File: src/rtl/vram_pkg.sv
// Shared constants for the VRAM port arbiter.
//   VRAM geometry (address/data width, implemented depth), stall counter width,
//   read FSM state encodings and the per-cycle port grant type.
package vram_pkg;

  localparam int VRAM_ADDR_W = 13;
  localparam int VRAM_DATA_W = 11;
  localparam int VRAM_DEPTH  = 4800;
  localparam int VRAM_CNT_W  = 16;

  // CPU read FSM encodings
  localparam logic [2:0] ST_IDLE    = 3'd0;
  localparam logic [2:0] ST_RD_REQ  = 3'd1;
  localparam logic [2:0] ST_RD_DATA = 3'd2;
  localparam logic [2:0] ST_FWD     = 3'd3;
  localparam logic [2:0] ST_DONE    = 3'd4;

  // Owner of the single VRAM port in the current cycle
  typedef enum logic [1:0] {
    GNT_NONE   = 2'd0,
    GNT_VGA    = 2'd1,
    GNT_CPU_RD = 2'd2,
    GNT_DRAIN  = 2'd3
  } grant_t;

endpackage

File: src/rtl/vram_wbuf.sv
// One-entry posted write buffer for CPU writes to VRAM.
//   clk, rst           clock, async active-high reset (entry discarded)
//   load, load_addr,
//   load_data          capture a new entry at the edge (wins over drain)
//   drain              entry is written to VRAM this cycle; clears valid
//   valid, addr, data  current entry
//   match_addr, match  valid entry holding match_addr (read forwarding)
module vram_wbuf
  import vram_pkg::*;
#(
  parameter int ADDR_W = VRAM_ADDR_W,
  parameter int DATA_W = VRAM_DATA_W
) (
  input  logic              clk,
  input  logic              rst,
  input  logic              load,
  input  logic [ADDR_W-1:0] load_addr,
  input  logic [DATA_W-1:0] load_data,
  input  logic              drain,
  output logic              valid,
  output logic [ADDR_W-1:0] addr,
  output logic [DATA_W-1:0] data,
  input  logic [ADDR_W-1:0] match_addr,
  output logic              match
);

  // Load and drain in the same cycle: the old entry leaves through the port
  // while the new one takes its place, so valid stays set.
  always_ff @(posedge clk or posedge rst) begin
    if (rst) begin
      valid <= 1'b0;
      addr  <= '0;
      data  <= '0;
    end else if (load) begin
      valid <= 1'b1;
      addr  <= load_addr;
      data  <= load_data;
    end else if (drain) begin
      valid <= 1'b0;
    end
  end

  assign match = valid && (addr == match_addr);

endmodule

File: src/rtl/vram_port_arbiter.sv
// Shares the single-port synchronous-read VRAM between VGA scan-out and the CPU.
// VGA reads always win; CPU writes are posted through a one-entry buffer with
// read forwarding; CPU reads stall until they get a port slot.
//   clk, rst                       clock, async active-high reset
//   vga_req/vga_addr               VGA read request (never stalled)
//   vga_valid/vga_data             VGA read data, one cycle after vga_req
//   cpu_req/cpu_we/cpu_addr/
//   cpu_wdata                      CPU access, held until cpu_ready
//   cpu_ready/cpu_rdata/cpu_wait   CPU completion, read data, stall
//   vram_addr/vram_we/vram_din     VRAM port, combinational from the grant
//   vram_dout                      VRAM read data, 1-cycle latency
//   stall_cnt                      saturating count of cpu_wait cycles
//
// Read FSM
//   state      | meaning
//   IDLE       | no read in progress; accept new read
//   RD_REQ     | read waiting for a cycle without vga_req
//   RD_DATA    | VRAM data returning; ack read
//   FWD        | ack read from the write buffer (or 0 when out of range)
//   DONE       | dead cycle so the held request is not re-accepted
module vram_port_arbiter
  import vram_pkg::*;
#(
  parameter int ADDR_W = VRAM_ADDR_W,
  parameter int DATA_W = VRAM_DATA_W,
  parameter int DEPTH  = VRAM_DEPTH,
  parameter int CNT_W  = VRAM_CNT_W
) (
  input  logic              clk,
  input  logic              rst,
  input  logic              vga_req,
  input  logic [ADDR_W-1:0] vga_addr,
  output logic              vga_valid,
  output logic [DATA_W-1:0] vga_data,
  input  logic              cpu_req,
  input  logic              cpu_we,
  input  logic [ADDR_W-1:0] cpu_addr,
  input  logic [DATA_W-1:0] cpu_wdata,
  output logic              cpu_ready,
  output logic [DATA_W-1:0] cpu_rdata,
  output logic              cpu_wait,
  output logic [ADDR_W-1:0] vram_addr,
  output logic              vram_we,
  output logic [DATA_W-1:0] vram_din,
  input  logic [DATA_W-1:0] vram_dout,
  output logic [CNT_W-1:0]  stall_cnt
);

  localparam logic [ADDR_W:0] DEPTH_L = (ADDR_W + 1)'(DEPTH);

  logic [2:0]        state_q;
  logic [2:0]        state_d;
  logic [DATA_W-1:0] fwd_data_q;
  logic              vga_valid_q;
  logic [CNT_W-1:0]  stall_cnt_q;

  grant_t            grant;
  logic              cpu_in_range;
  logic              drain;
  logic              wr_window;
  logic              wr_ack;
  logic              rd_ack;
  logic              wbuf_load;
  logic              wbuf_valid;
  logic [ADDR_W-1:0] wbuf_addr;
  logic [DATA_W-1:0] wbuf_data;
  logic              wbuf_match;

  assign cpu_in_range = ({1'b0, cpu_addr} < DEPTH_L);

  // One op per cycle: VGA, then a pending CPU read, then the buffered write.
  always_comb begin
    grant = GNT_NONE;
    if (vga_req)
      grant = GNT_VGA;
    else if (state_q == ST_RD_REQ)
      grant = GNT_CPU_RD;
    else if (wbuf_valid)
      grant = GNT_DRAIN;
  end

  assign drain = (grant == GNT_DRAIN);

  always_comb begin
    vram_addr = '0;
    vram_we   = 1'b0;
    vram_din  = '0;
    case (grant)
      GNT_VGA:    vram_addr = vga_addr;
      GNT_CPU_RD: vram_addr = cpu_addr;
      GNT_DRAIN: begin
        vram_addr = wbuf_addr;
        vram_we   = 1'b1;
        vram_din  = wbuf_data;
      end
      default: ;
    endcase
  end

  // Writes are only taken while no read owns the CPU handshake. The ack is
  // combinational: the slot is free if empty or emptied by this cycle's drain.
  assign wr_window = (state_q == ST_IDLE) || (state_q == ST_DONE);
  assign wr_ack    = cpu_req && cpu_we && wr_window && (!wbuf_valid || drain);
  // Out-of-range writes are acknowledged but never reach the buffer.
  assign wbuf_load = wr_ack && cpu_in_range;

  vram_wbuf #(
    .ADDR_W (ADDR_W),
    .DATA_W (DATA_W)
  ) u_wbuf (
    .clk        (clk),
    .rst        (rst),
    .load       (wbuf_load),
    .load_addr  (cpu_addr),
    .load_data  (cpu_wdata),
    .drain      (drain),
    .valid      (wbuf_valid),
    .addr       (wbuf_addr),
    .data       (wbuf_data),
    .match_addr (cpu_addr),
    .match      (wbuf_match)
  );

  always_comb begin
    state_d = state_q;
    case (state_q)
      ST_IDLE: begin
        if (cpu_req && !cpu_we) begin
          if (!cpu_in_range || wbuf_match)
            state_d = ST_FWD;
          else
            state_d = ST_RD_REQ;
        end
      end
      ST_RD_REQ: begin
        if (grant == GNT_CPU_RD)
          state_d = ST_RD_DATA;
      end
      ST_RD_DATA: state_d = ST_DONE;
      ST_FWD:     state_d = ST_DONE;
      ST_DONE:    state_d = ST_IDLE;
      default:    state_d = ST_IDLE;
    endcase
  end

  always_ff @(posedge clk or posedge rst) begin
    if (rst) begin
      state_q     <= ST_IDLE;
      fwd_data_q  <= '0;
      vga_valid_q <= 1'b0;
      stall_cnt_q <= '0;
    end else begin
      state_q     <= state_d;
      vga_valid_q <= vga_req;
      // Snapshot the forwarded value when the read is accepted, so a drain
      // in the same cycle cannot change what the CPU sees.
      if ((state_q == ST_IDLE) && (state_d == ST_FWD))
        fwd_data_q <= wbuf_match ? wbuf_data : '0;
      if (cpu_wait && !(&stall_cnt_q))
        stall_cnt_q <= stall_cnt_q + CNT_W'(1);
    end
  end

  assign rd_ack    = (state_q == ST_RD_DATA) || (state_q == ST_FWD);
  assign cpu_ready = wr_ack || rd_ack;
  assign cpu_wait  = cpu_req && !cpu_ready;

  always_comb begin
    cpu_rdata = '0;
    if (state_q == ST_RD_DATA)
      cpu_rdata = vram_dout;
    else if (state_q == ST_FWD)
      cpu_rdata = fwd_data_q;
  end

  assign vga_valid = vga_valid_q;
  assign vga_data  = vga_valid_q ? vram_dout : '0;
  assign stall_cnt = stall_cnt_q;

endmodule
File: config.mk
export PLATFORM = sky130hd
export DESIGN_NAME = vram_port_arbiter
export DESIGN_NICKNAME = d
export VERILOG_FILES = /design/src/rtl/vram_pkg.sv /design/src/rtl/vram_wbuf.sv /design/src/rtl/vram_port_arbiter.sv
export SDC_FILE = /design/constraint.sdc
export NUM_CORES = 1
export LEC_CHECK = 0
export CAP_MARGIN = 30
export CORE_MARGIN = 5
export CORE_UTILIZATION = 31
export CTS_CLUSTER_SIZE = 20
export DETAILED_ROUTE_END_ITERATION = 7
export PLACE_DENSITY_LB_ADDON = 0.25
export SETUP_SLACK_MARGIN = 0.02
export SYNTH_ARGS = -nofsm -noshare
export SYNTH_HDL_FRONTEND = slang
export SYNTH_HIERARCHICAL = 1
export SYNTH_SLANG_ARGS = --single-unit
File: constraint.sdc
create_clock -name clk -period 2.9 [get_ports clk]
set_clock_uncertainty 0.05 [all_clocks]
set_input_delay 0.29 -clock clk [delete_from_list [all_inputs] [get_ports clk]]
set_output_delay 0.29 -clock clk [all_outputs]
set_load 0.01 [all_outputs]
# After elaboration in Yosys (flattened, before gate mapping)
# Index checks and enable logic that the tools add are counted.
[classes]
n_reduce_logical = 23
magnitude_cmp = 1
eq_ne = 9
n_addsub = 1
muxes = 16
[op_table]
columns = ["op", "count"]
rows = [
  ["two-way mux 11 bit", 5],
  ["case mux 13 bit (3 select lines)", 1],
  ["adder 16 x 1 -> 16 bit (second input constant)", 1],
  ["AND reduction 16 bit", 1],
  ["equality test 13 bit", 1],
  ["< comparator 13 bit (second input constant)", 1],
  ["equality test 3 x 2 -> 1 bit (second input constant)", 3],
  ["logical AND 1 bit", 9],
  ["case mux 3 bit (3 select lines)", 1],
  ["two-way mux 2 bit", 4],
  ["two-way mux 3 bit", 2],
  ["zero test 1 bit", 5],
  ["logical OR 1 bit", 5],
  ["equality test 2 bit (second input constant)", 2],
  ["equality test 3 x 1 -> 1 bit (second input constant)", 1],
  ["equality test 3 bit (second input constant)", 1],
  ["zero test 3 bit", 1],
  ["two-way mux 1 bit", 3],
  ["equality test 2 x 1 -> 1 bit (second input constant)", 1],
  ["nonzero test 2 bit", 1],
  ["OR reduction 2 bit", 1],
]
[totals]
inputBits = 53
regBits = 56
wordCells = 57
output_inout_bits = 66

# Logic depth before layout (Yosys ltp)
# Gate-level depths: netlist (run 1).
[depth]
word_depth = 10
ltp_mapped = 7
ltp_nobuf = 6

# By module
# Netlist (run 1), hierarchy kept.
[by_module_without_submodules]
columns = ["mod", "seq_area_each_um2", "n_inst", "cells_each", "area_per_inst_um2"]
rows = [
  ["vram_port_arbiter", 775.7, 1, 256, 2139.6],
  ["vram_wbuf", 625.6, 1, 73, 1164.9],
]

# Least setup slack after synthesis (run 1)
# Ideal clock, no wire load.
[synth_timing]
path_kind = "register to register"
startpoint = "register state_q[0]"
endpoint = "register u_wbuf.addr[10]"
required_time_ps = 2725
path_stages_with_launch = 7
arrival_time_ps = 1826
path_slack_ps = 899
path_buffers = 2
synth_period_minus_slack_ps = 2001
setup_ps = 125
path_cell_list = "dfrtp_1 -> or3b_1 -> or2_2 -> nor2_1 -> buf_6 -> buf_6 -> mux2_4"
[synth_between]
elab_chain_cells = 7
word_cells_on_any_way = 11
classes_between = "eq/ne: 3; mux: 2; reduce/logical: 6"
[synth_lines]
columns = ["element", "line_no", "text"]
rows = [
  ["start, declared", "vram_port_arbiter.sv:51", "logic [2:0] state_q;"],
  ["start signal, assigned", "vram_port_arbiter.sv:153", "state_q <= state_d;"],
  ["equality test 3 x 1 -> 1 bit", "vram_port_arbiter.sv:76", "else if (state_q == ST_RD_REQ)"],
  ["two-way mux 2 bit", "vram_port_arbiter.sv:76", ""],
  ["two-way mux 2 bit", "vram_port_arbiter.sv:74", "if (vga_req)"],
  ["equality test 2 bit", "vram_port_arbiter.sv:82", "assign drain = (grant == GNT_DRAIN);"],
  ["logical OR 1 bit", "vram_port_arbiter.sv:103", "assign wr_ack = cpu_req && cpu_we && wr_window && (!wbuf_valid || drain);"],
  ["logical AND 1 bit *", "vram_port_arbiter.sv:103", ""],
  ["logical AND 1 bit *", "vram_port_arbiter.sv:105", "assign wbuf_load = wr_ack && cpu_in_range;"],
  ["net wbuf_load", "vram_port_arbiter.sv:63", "logic wbuf_load;"],
  ["end signal, assigned", "vram_wbuf.sv:36", "addr <= load_addr;"],
  ["end, declared", "vram_wbuf.sv:21", "output logic [ADDR_W-1:0] addr,"],
]
# Mark *: on every way through the listed nets, which the timed path passes. The rest lies on a longest branch.
# A chain may end at the register's enable or synchronous reset.

# Final worst setup path (run 1)
[layout_timing]
startpoint = "register state_q[0]"
endpoint = "output port cpu_ready"
[layout_between]
elab_chain_cells = 7
word_cells_on_any_way = 14
classes_between = "eq/ne: 5; mux: 2; reduce/logical: 7"
[layout_lines]
columns = ["element", "line_no", "text"]
rows = [
  ["equality test 3 x 1 -> 1 bit", "vram_port_arbiter.sv:76", ""],
  ["two-way mux 2 bit", "vram_port_arbiter.sv:76", ""],
  ["two-way mux 2 bit", "vram_port_arbiter.sv:74", ""],
  ["equality test 2 bit", "vram_port_arbiter.sv:82", ""],
  ["logical OR 1 bit", "vram_port_arbiter.sv:103", ""],
  ["logical AND 1 bit", "vram_port_arbiter.sv:103", ""],
  ["logical OR 1 bit *", "vram_port_arbiter.sv:165", "assign cpu_ready = wr_ack || rd_ack;"],
  ["end, declared", "vram_port_arbiter.sv:39", "output logic cpu_ready,"],
]
# Every way passes the cells marked *; elsewhere a longest branch is shown, timed or not.

==> metrics.md, run 1 <==
| Metric | Value |
|---|---|
| Status | finished, final reports clean |
| Synth top area cells | dfrtp_1 42%, mux2_4 8.6%, and2_1 4.2%, xnor2_1 4.0%, mux2i_1 3.3% |
| Synth top cells by count | 56 x dfrtp_1, 22 x and2_1, 21 x nand2_1 |
| Post-CTS resize count | 0 |
| Worst Path Max Fanout | 14 |
| Clock Root Buffer | clkbuf_8 |
| Power Density | 672.8 mW/mm^2 |
| Die Ht | 113.2 um |
| Synth warn | 6 |
| Global-route wire length before repair | 14.69 mm |
| Final hold vios | 0 |
| Slowest-stage cell, CP | clkdlybuf4s50_1 |
| Ys flop type | dfrtp_1 |
| Proportion of netlist area held by the largest area contributor | 0.4241 |
| Final setup vio count | 0 |
| Largest net degree at the start of global routing | 29 |
| Final period demand of the worst path | 2.695 ns |
| Slew Viols, Final | 0 |
| Net Switching | 1099 uW |
| Syn Nets | 383 |
| Starting Density | 0.3187 |
| DIE AREA | 0.01282 mm^2 |
| Area of the multi-input gates | 0.001742 mm^2 |
| CP peak stage delay | 0.56 ns |
| Syn_area_per_cell | 10.04 um^2 |
| Worst Slack Setup Final | 0.2054 ns |
| Critical path class | flop to primary output |
| Hold_buf cts | 0 |
| Combinational Power Share | 0.429 |
| Setup TNS | 0 ns |
| Remaining DRCs | 0 |
| Share of layout cells above drive strength 1 | 0.1336 |
| Die Wd | 113.2 um |
| Largest area contributor in the netlist | dfrtp_1 |
| Number of flops mapped to enable cells by yosys | 0 |
| Maxcap violations | 0 |
| Switching Fraction | 0.3390 |
| Post-route ant nets | 0 |
| Diodes inserted | 0 |
| P&R area growth vs syn | 45.74% |
| CP startpoint | state_q[0] |
| Fin util | 0.4644 |
| Cts bufs inserted | 5 |
| Reg-to-reg setup timing slack | 0.59 ns |
| Routability cong. | 0.8095 |
| DRT Pass-1 Iters | 4 |
| Period utilisation layout | 0.9292 |
| DRT iter0 DRCs | 89 |
| Arr. time, crit path | 2.35 ns |
| IO Count | 119 |
| Min-delay worst type | input port to async pin |
| Register area | 0.001401 mm^2 |
| Clock latency on the worst-skew pair | 0.31 ns |
| Post-CTS Setup Repair Bufs | 0 |
| Non-filler instance count after layout | 585 |
| Critical path endpoint category | primary output |
| Seq/Total Area, Yosys | 0.4241 |
| Cell Int Power | 2142 uW |
| Rel. slew slack | 0.3240 |
| FF-to-FF path depth | 6 |
| IO Port Bufs | 118 |
| Seq pwr share | 0.412 |
| TritonCTS Sinks | 56 |
| Seq cells post-synth | 56 |
| Leak | 0.002050 uW |
| Maximum clock path buffer count | 2 |
| Via Count | 2856 |
| Most numerous cell in the Yosys netlist | dfrtp_1 |
| CTS tree | built |
| Worst r2r src | state_q[0] |
| Routed WL per cell | 15.55 um |
| Fillers | 1010 |
| DR vias/cell | 4.882 |
| Synth async-reset ratio | 1.000 |
| Tot GR Track Use | 0.1398 |
| RSZ-0062 raised after global routing | no |
| Clock transition at path regs | 0.11 ns |
| Mapped cell area | 0.003304 mm^2 |
| Startpoint Class | flop |
| Core Area | 0.01037 mm^2 |
| Critical Path, Cell by Cell | buf_4 > or3b_1 > or2_2 > nand2_1 > clkdlybuf4s50_1 |
| Synth Instances | 329 |
| RR Endpoint | u_wbuf/addr[10] |
| Slew @ Worst Pin | 1.012 ns |
| Post-DP HPWL | 7.044 mm |
| Number of global-route vias before repair | 2902 |
| Gr ovfl total | 0 |
| Rows | 37 |
| Final net count | 502 |
| Initial antenna violation count | 0 |
| CP endpoint | cpu_ready |
| Dpl cells | 577 |
| Final WL | 9.099 mm |
| Clk pwr share | 0.159 |
| Netlist cell types | 45 |
| Setup Slack @ Placement | 0.3204 ns |
| VDD IR max | 0.0002574 V |
| H-tree levels | 2 |
| Maximum clock frequency | 0.3711 GHz |
| Req. time, crit path | 2.56 ns |
[registers in the layout, indices dropped and copies added (netlist names)]
signal,count
state_q,3
stall_cnt,16
vga_valid,1
u_wbuf/addr,13
fwd_data_q,11
u_wbuf/valid,1
u_wbuf/data,11
[cells by family after synthesis]
logic type	after synthesis	share of synthesized area
multiplexers	39	0.1503
XOR/XNOR	22	0.05831
AO/OA/AOI/OAI	72	0.1397
flip-flops	56	0.4241
AND/OR/NAND/NOR	101	0.1704
buffers and inverters	38	0.05339
adder cells (fa/ha/maj)	1	0.003786
[stage by stage]
| stage | cell area [um^2] | hold WS, ns | power (uW) |
|---|---|---|---|
| after floorplan | 3304 | 0.2673 | 2110 |
| after global placement | 4674 | 0.4627 | 2714 |
| after detailed placement | 4702 | 0.4707 | 2746 |
| after CTS | 4813 | 0.2724 | 3277 |
| after global routing | 4816 | 0.3081 | 3459 |
| final | 4816 | 0.2708 | 3240 |
[worst min path at each step]
stage                   from              to  slack, ns
5_1_grt                  rst  u_wbuf/data[8]       0.31
2_1_floorplan            rst  u_wbuf/addr[0]       0.27
3_3_place_gp    stall_cnt[6]    stall_cnt[6]       0.46
4_1_cts                  rst  u_wbuf/data[8]       0.27
3_5_place_dp   stall_cnt[10]   stall_cnt[10]       0.47
6_report                 rst  u_wbuf/data[8]       0.27
[area by class of cell]
type                    count  share of cell area
multi-input cells         235              0.3617
repair buffers            130              0.2733
inverters                  20             0.01559
clock inverters             3            0.008833
clock buffers               5             0.01429
flip-flops and latches     56              0.2910
well taps                 136             0.03533
[power by group through the flow]
stage / combinational (uW) / clock [uW] / sequential (uW)
3_5_place_dp: 1400 / 0 / 1350
6_report: 1390 / 515 / 1340
5_1_grt: 1520 / 559 / 1380
4_1_cts: 1410 / 535 / 1340
3_3_place_gp: 1380 / 0 / 1340
2_1_floorplan: 850 / 0 / 1260
[worst max-delay path: cells and delay by family (launching register included)]
family | cells | cell delay, ns
DFF | 1 | 0.38
and+or+nand+nor | 3 | 0.89
buffers and inverters | 2 | 0.77
[cells in the final DEF (no fill, tap or decap), types with 7 or more instances in the layout]
master | synthesis | routed
clkdlybuf4s50_1 | 0 | 118
a22oi_1 | 11 | 11
xnor2_1 | 15 | 15
o21ai_1 | 10 | 10
mux2_4 | 19 | 19
buf_4 | 0 | 9
nand2_1 | 21 | 21
and3_1 | 13 | 13
o21ai_0 | 15 | 15
mux2i_1 | 11 | 11
a21oi_1 | 16 | 16
nor2_1 | 16 | 15
inv_1 | 20 | 20
and2_1 | 22 | 22
xor2_1 | 7 | 7
dfrtp_1 | 56 | 56
mux2_2 | 9 | 9
[routing by layer]
layer  GRT usage  share of wire
met1      0.1904           0.47
met2      0.2208           0.45
met3     0.04064          0.076
met4     0.03045          0.010
met5           0              0
No activity file was read; power rests on OpenSTA's default activity.
==> run 2, diff against run 1 <==
--- a/config.mk
+++ b/config.mk
@@ -8,7 +8,6 @@
 export CAP_MARGIN = 30
 export CORE_MARGIN = 5
 export CORE_UTILIZATION = 31
-export CTS_CLUSTER_SIZE = 20
 export DETAILED_ROUTE_END_ITERATION = 7
 export PLACE_DENSITY_LB_ADDON = 0.25
 export SETUP_SLACK_MARGIN = 0.02
==> results of run 2 <==
The final DEF is identical to that of run 1; final timing and power are the same.
==> run 3, diff against run 2 <==
--- a/config.mk
+++ b/config.mk
@@ -6,7 +6,6 @@
 export NUM_CORES = 1
 export LEC_CHECK = 0
 export CAP_MARGIN = 30
-export CORE_MARGIN = 5
 export CORE_UTILIZATION = 31
 export DETAILED_ROUTE_END_ITERATION = 7
 export PLACE_DENSITY_LB_ADDON = 0.25
==> run 3 against run 2 <==
Die area fell by 14%. Largest power group unchanged. Non-clock buffer count fell by 1. Via count fell by 2.5%. First-iteration DRC count fell by 16%.
==> metrics.md, run 3 (synthesized netlist as in run 1, its figures left out) <==
| Metric | Value |
|---|---|
| Critical path class | flop to primary output |
| CTS tree | built |
| Number of global-route vias before repair | 2847 (-1.9%) |
| CP peak stage delay | 0.64 ns (+0.08 ns) |
| Routed WL per cell | 14.42 um (-7.3%) |
| Rel. slew slack | 0.3091 (-0.01495) |
| DRT iter0 DRCs | 75 (-16%) |
| Fin util | 0.4601 (-0.004341) |
| Clock transition at path regs | 0.11 ns (about the same) |
| CP startpoint | state_q[2] |
| Largest net degree at the start of global routing | 29 (unchanged) |
| Period utilisation layout | 0.9382 (+0.009058) |
| Req. time, crit path | 2.56 ns (about the same) |
| Status | finished, final reports clean |
| Commonest cells after routing, fill and taps aside | 118 x clkdlybuf4s50_1, 56 x dfrtp_1, 22 x and2_1 |
| Critical Path, Cell by Cell | or3b_2 > and3_1 > a21oi_1 > o21ai_0 > clkdlybuf4s50_1 |
| Top delay family on crit path | simple AND/OR/NAND/NOR gates |
| RR Endpoint | u_wbuf/data[2] |
| Gr ovfl total | 0 (unchanged) |
| Clock Root Buffer | clkbuf_8 |
| Setup Slack @ Placement | 0.3341 ns (+0.01371 ns) |
| H-tree levels | 2 (unchanged) |
| Buf+Inv Stages, Crit Path | 1 (-1) |
| Worst r2r src | state_q[0] |
| DRT Pass-1 Iters | 4 (unchanged) |
| Core Area | 0.01032 mm^2 (-0.45%) |
| Global-route wire length before repair | 14.26 mm (-2.9%) |
| Setup TNS | 0 ns (unchanged) |
| TritonCTS Sinks | 56 (unchanged) |
| Die Ht | 105.2 um (-7.1%) |
| DR vias/cell | 4.769 (-2.3%) |
| Final hold vios | 0 (unchanged) |
| VDD IR max | 0.0002248 V (-13%) |
| Reg-to-reg setup timing slack | 0.58 ns (about the same) |
| Dpl cells | 576 (-0.17%) |
| Startpoint Class | flop |
| IO Port Bufs | 118 (unchanged) |
| Final period demand of the worst path | 2.721 ns (+0.02627 ns) |
| Critical path endpoint category | primary output |
| Slowest-stage cell, CP | or3b_2 |
| Worst Path Max Fanout | 15 (+1) |
| Die Wd | 105.2 um (-7.1%) |
| Final net count | 501 (-0.20%) |
| Total power draw | 3131 uW (-3.4%) |
| Slew @ Worst Pin | 1.034 ns (+0.02238 ns) |
| Maximum clock path buffer count | 2 (unchanged) |
| RSZ-0062 raised after global routing | no |
| P&R area growth vs syn | 43.73% |
| Most common cell after layout, fill and taps aside | clkdlybuf4s50_1 |
| Starting Density | 0.3201 (+0.001429) |
| Tot GR Track Use | 0.1593 (+0.01950) |
| CP endpoint | vram_addr[2] |
| Maxcap violations | 0 (unchanged) |
| Non-filler instance count after layout | 584 (-0.17%) |
| Max FFs per register | 16 (unchanged) |
| Critical path depth | 5 (unchanged) |
| Maximum clock frequency | 0.3675 GHz (-0.97%) |
| Min-delay worst type | input port to async pin |
| Cts bufs inserted | 5 (unchanged) |
| Post-route ant nets | 0 (unchanged) |
| Clock latency on the worst-skew pair | 0.31 ns (about the same) |
| Initial antenna violation count | 0 (unchanged) |
| Diodes inserted | 0 (unchanged) |
| Via Count | 2785 (-2.5%) |
| IO Count | 119 (unchanged) |
| Remaining DRCs | 0 (unchanged) |
| Hold_buf cts | 0 (unchanged) |
| Slew Viols, Final | 0 (unchanged) |
| Power Density | 659.2 mW/mm^2 (-2.0%) |
| Leak | 0.002015 uW (-1.7%) |
| FF-to-FF path depth | 6 (unchanged) |
| Share of layout cells above drive strength 1 | 0.1295 (-0.004166) |
| Arr. time, crit path | 2.38 ns (+0.03 ns) |
| Rows | 37 (unchanged) |
| Routability cong. | 0.7433 (-8.2%) |
| Post-CTS resize count | 0 (unchanged) |
| Final WL | 8.420 mm (-7.5%) |
| DIE AREA | 0.01108 mm^2 (-14%) |
| Post-CTS Setup Repair Bufs | 0 (unchanged) |
| Final setup vio count | 0 (unchanged) |
| Post-DP HPWL | 6.305 mm (-10%) |
| Worst Slack Setup Final | 0.1791 ns (-0.02627 ns) |
-- run 3: cell count changes in the layout (fill, tap and decap cells not counted), sizes merged --
cell | before | now
bufinv | 1 | 0
buf | 12 | 11
clkinvlp | 1 | 2
-- run 3: where the power goes --
part           internal [uW]  total [uW]  switching (uW)
registers               1040        1320             279
clock network            172         439             267
logic                    838        1380             538
total                   2050        3130            1080
-- run 3: final cells by class --
| type | instances | area [um^2] |
|---|---|---|
| timing repair buffer | 129 | 1276 |
| sequential | 56 | 1401 |
| tap | 136 | 170.2 |
| multi-input combinational | 235 | 1734 |
| clock inverter | 3 | 23.77 |
| fill | 1003 | 5574 |
| inverter | 20 | 75.07 |
| clock buffer | 5 | 68.82 |
-- run 3: metrics by stage --
stage,hold WS [ns],area (um^2)
CTS,0.3135,4750
global placement,0.4654,4657
finish,0.3059,4750
detailed placement,0.4743,4657
global route,0.3554,4750
floorplan,0.2673,3304
-- run 3: worst min path at each step --
stage | to | depth (start not counted) | slack (ns)
after global routing | u_wbuf/data[0] | 3 | 0.36
after detailed placement | stall_cnt[6] | 1 | 0.47
after global placement | fwd_data_q[3] | 2 | 0.47
after CTS | u_wbuf/data[0] | 3 | 0.31
after floorplan | u_wbuf/addr[0] | 1 | 0.27
final | u_wbuf/data[0] | 3 | 0.31
-- run 3: worst min-delay path, stage by stage --
cell,delay (ns)
clkdlybuf4s50_1,0.42
inv_1,0.06
buf_4,0.31
-- run 3: per-layer routing --
metal	up-vias	track usage	wire length, um
met5	-	0	0
met4	0	0.03018	46
met3	4	0.03154	479
met2	98	0.2599	3820
met1	1293	0.2195	4073
li1	1390	-	-
==> RTL edit 1, RTL diff (flow settings as in run 3) <==
Register the output `stall_cnt` once more, cleared by the reset; this adds one clock of latency there. The other outputs are not delayed to match. Comments in the files are not updated.
--- a/src/rtl/vram_port_arbiter.sv
+++ b/src/rtl/vram_port_arbiter.sv
@@ -175,6 +175,12 @@
 
   assign vga_valid = vga_valid_q;
   assign vga_data  = vga_valid_q ? vram_dout : '0;
-  assign stall_cnt = stall_cnt_q;
+  always_ff @(posedge clk or posedge rst) begin
+    if (rst) begin
+      stall_cnt <= '0;
+    end else begin
+      stall_cnt <= stall_cnt_q;
+    end
+  end
 
 endmodule
Behaviour: not the same (a bounded check fails within 4 cycles, from zero or initial values and one cycle with rst high).
==> RTL edit 1 against run 3 <==
- synthesized area up 6.8%
- routed wire length up 7.0%
- critical path type unchanged
- via count down 1.8%
- setup slack worse by 24 ps
- largest cell class is now registers
- cell count down 1.5%
- highest routed layer unchanged
- final area up 11%
- sequential cell count up 16
- die area up 6.6%
- power up 31%
==> RTL edit 1: results (changes against run 3) <==
| Metric | Value |
|---|---|
| Post-synthesis mux area share | `13.1% (-1.9 points)` |
| Logic inverters | `5 (-75%)` |
| Total GRT Usage | `15.8% (-0.11 points)` |
| Pin count of the biggest net entering global routing | `30 (+3.4%)` |
| Worst Path Arrival | `2410 ps (+30 ps)` |
| Placed cell count | `559 (-3.0%)` |
| Fillers | `1012 (+0.90%)` |
| Bufs w/o clock | `130 (+0.78%)` |
| Compound-Gate Fraction of Synth Area | `9.36% (-4.6 points)` |
| Syn Inst Count | `306 (-7.0%)` |
| Peak supply drop | `361 uV (+61%)` |
| Dominant cells by area after synthesis | `dfrtp_1, mux2_4, xnor2_1` |
| Post-Synth XOR/XNOR Area | `6.95% (+1.1 points)` |
| Net Sw Frac | `28.9% (-5.7 points)` |
| CP max stage delay | `680 ps (+40 ps)` |
| Multi-input gates | `212 (-9.8%)` |
| Finished Layout Cells | `575 (-1.5%)` |
| Chip width | `109 um (+3.3%)` |
| Clock Sinks | `72 (+29%)` |
| Synth cell count leaders | `dfrtp_1, xnor2_1, and2_1` |
| Clk pwr | `1270 uW (+190%)` |
| Critical-path top delay cell | `dfrtp_1` |
| Detailed-route wire length per cell | `15.7 um (+8.6%)` |
| Met2 Track Usage GR | `25.8% (-0.17 points)` |
| DRT met1 WL | `3980 um (-2.4%)` |
| GP Congestion | `0.765 (+2.9%)` |
| Status | `complete, no violations` |
| Final nets | `484 (-3.4%)` |
| Non-clock buffering overhead | `24.8% (-2.1 points)` |
| First-pass GRT wire length | `14200 um (-0.78%)` |
| Wire length on met3 | `465 um (-2.9%)` |
| M1 GR Usage | `20.2% (-1.7 points)` |
| Worst-path clk slew | `60 ps (-50 ps)` |
| Sequential cell area share | `34.2% (+4.7 points)` |
| Clk tree area frac | `6.56% (+4.6 points)` |
| Area share of fa/ha/maj cells after synthesis | `0.355% (-0.024 points)` |
| DR WL met2 | `4390 um (+15%)` |
| Post-synthesis cell type count | `38 (-16%)` |
| Family with the most delay on the worst path | `buffers and inverters` |
| Synthesized Nets | `360 (-6.0%)` |
| Grt met3 use | `3.65% (+0.49 points)` |
| Final core occ | `47.9% (+1.9 points)` |
| Place WS | `448 ps (+114 ps)` |
| Seq group | `1520 uW (+15%)` |
| Clk Tree Root Cell | `clkbuf_16` |
| Pin slew with the least headroom to its limit | `554 ps (-480 ps)` |
[RTL edit 1: cell count changes in the layout (fill, tap and decap cells not counted), moves of 6 or more]
cell / delta
a22o_1: +11
nand3_1: +6
inv_1: -16
clkbuf_16: +9
a22oi_1: -11
dfrtp_1: +16
xnor2_1: +10
[RTL edit 1: path summary, 6_finish.rpt]
kind                            slack (ps)  cells past startpoint        endpoint            from
worst min register to register         370                      0    stall_cnt[5]  stall_cnt_q[5]
max in group asynchronous             2040                      3   fwd_data_q[8]             rst
min in group clk                       370                      0    stall_cnt[5]  stall_cnt_q[5]
worst max-delay path                   150                      4     vram_din[7]    u_wbuf/valid
worst max register to register         780                      5  u_wbuf/data[4]    u_wbuf/valid
worst min-delay path                   220                      2  u_wbuf/data[5]             rst
[RTL edit 1: cell families after synthesis]
family,count (synthesis)
adder cells (fa/ha/maj),1
AO/OA/AOI/OAI,47
AND/OR/NAND/NOR,100
buffers and inverters,22
flip-flops,72
XOR/XNOR,28
multiplexers,36
==> RTL edit 2, RTL diff (settings of run 3) <==
Made on the original files. `VRAM_ADDR_W`: 13 -> 11.
--- a/src/rtl/vram_pkg.sv
+++ b/src/rtl/vram_pkg.sv
@@ -3,7 +3,7 @@
 //   read FSM state encodings and the per-cycle port grant type.
 package vram_pkg;
 
-  localparam int VRAM_ADDR_W = 13;
+  localparam int VRAM_ADDR_W = 11;
   localparam int VRAM_DATA_W = 11;
   localparam int VRAM_DEPTH  = 4800;
   localparam int VRAM_CNT_W  = 16;
Interface: changed (resized cpu_addr, vga_addr and vram_addr); port bits go from 119 to 113. No check against the original RTL was run, so the function may have changed too.
==> RTL edit 2 against run 3 <==
- power is 12% lower
- synthesized cell count is 15% lower
- worst hold slack better by 33 ps
- synthesized area is 11% lower
- count of clock-buffer cells in the layout stayed put
- sequential cell count is 2 lower
- final area is 9.5% lower
- maximum frequency is 5.2% higher
- routed wire length is 12% lower
- setup slack better by 140 ps
- die area is 10% lower
- highest routed layer unchanged
==> RTL edit 2: results (changes against run 3) <==
| Metric | Value |
|---|---|
| Sequential cell area fraction in the yosys report | `45.8% (+3.4 points)` |
| GP Congestion | `0.883 (+19%)` |
| Number of global-route vias before repair | `2425 (-15%)` |
| Status | `complete, no violations` |
| Synth cell count leaders | `dfrtp_1, and2_1, mux2_2` |
| Internal cell power | `1800 uW (-12%)` |
| Dominant cells by area after synthesis | `dfrtp_1, mux2_2, xnor2_1` |
| Critical-path top delay cell | `clkdlybuf4s50_1` |
| CP max stage delay | `550 ps (-90 ps)` |
| Total GRT Usage | `15.6% (-0.34 points)` |
| Pin count of the biggest net entering global routing | `32 (+10%)` |
| Worst reg-to-reg path cell count | `4 (-2)` |
| FF-to-FF Start | `u_wbuf/valid` |
| CP max FO | `13 (-2)` |
| Detailed-route wire length per cell | `14.2 um (-1.7%)` |
| First-pass GRT wire length | `12200 um (-15%)` |
| Peak supply drop | `281 uV (+25%)` |
| Place WS | `603 ps (+269 ps)` |
| Reg2reg end | `stall_cnt[1]` |
| Post-synthesis cell type count | `35 (-22%)` |
| Leak | `0.00178 uW (-12%)` |
| Via-per-instance ratio | `4.69 (-1.7%)` |
| # port buffers | `112 (-5.1%)` |
| Worst Path Arrival | `2250 ps (-130 ps)` |
| Drt initial violations | `107 (+43%)` |
| Synthesized Nets | `331 (-14%)` |
| R2r setup slk | `780 ps (+200 ps)` |
[RTL edit 2: how the worst max path moves through the flow]
| stage | startpoint | endpoint | slack [ps] | cells after the start |
|---|---|---|---|---|
| after detailed placement | vga_req | stall_cnt[1] | 600 | 5 |
| after global routing | state_q[1] | vram_din[9] | 120 | 6 |
| final | state_q[1] | vram_din[8] | 310 | 6 |
| after global placement | vga_req | cpu_wait | 640 | 4 |
| after floorplan | stall_cnt[0] | stall_cnt[4] | 1120 | 7 |
| after CTS | state_q[1] | vram_din[8] | 290 | 6 |
[RTL edit 2: layout make-up]
| cell class | count | area, um2 |
|---|---|---|
| Timing Repair Buffer | 120 | 1180 |
| Clock buffer | 5 | 68.8 |
| Multi-Input combinational cell | 206 | 1490 |
| Inverter | 5 | 18.8 |
| Sequential cell | 54 | 1350 |
| Tap cell | 129 | 161 |
| Fill cell | 879 | 4940 |
| Clock inverter | 3 | 28.8 |
[RTL edit 2: per-stage QoR]
stage          hold WS, ps  cells  total power [uW]  area [um2]
6_report               339    522              2740        4300
2_1_floorplan          242    281              1810        2950
3_3_place_gp           436    514              2300        4200
5_1_grt                370    522              2930        4300
4_1_cts                351    522              2770        4300
3_5_place_dp           443    514              2310        4200
[RTL edit 2: kinds of logic after synthesis]
kind of cell,after synthesis,synth area share (%)
compound gates,41,9.33
xor+xnor,24,7.38
fa+ha+maj,1,0.424
buf+inv,21,3.81
flops,54,45.8
mux,35,12.9
simple gates,105,20.4
[RTL edit 2: metal layers]
| layer | part of all wire, % | vias to the layer above | GRT usage [%] |
|---|---|---|---|
| met3 | 3.6 | 9 | 2.74 |
| met4 | 1.6 | 0 | 4.86 |
| met5 | 0 | - | 0 |
| met2 | 46 | 64 | 24.8 |
| met1 | 49 | 1163 | 21.5 |
| li1 | - | 1212 | - |
[RTL edit 2: power groups by stage]
stage | clock network (uW) | registers [uW] | logic, uW
2_1_floorplan | 0 | 1150 | 660
3_3_place_gp | 0 | 1200 | 1100
3_5_place_dp | 0 | 1210 | 1110
4_1_cts | 463 | 1200 | 1110
5_1_grt | 498 | 1230 | 1200
6_report | 448 | 1190 | 1100
[RTL edit 2: critical path, delay by kind of cell (launching register included)]
family / cells / cell delay (ps)
simple gates: 4 / 680
buf+inv: 2 / 750
flops: 1 / 490
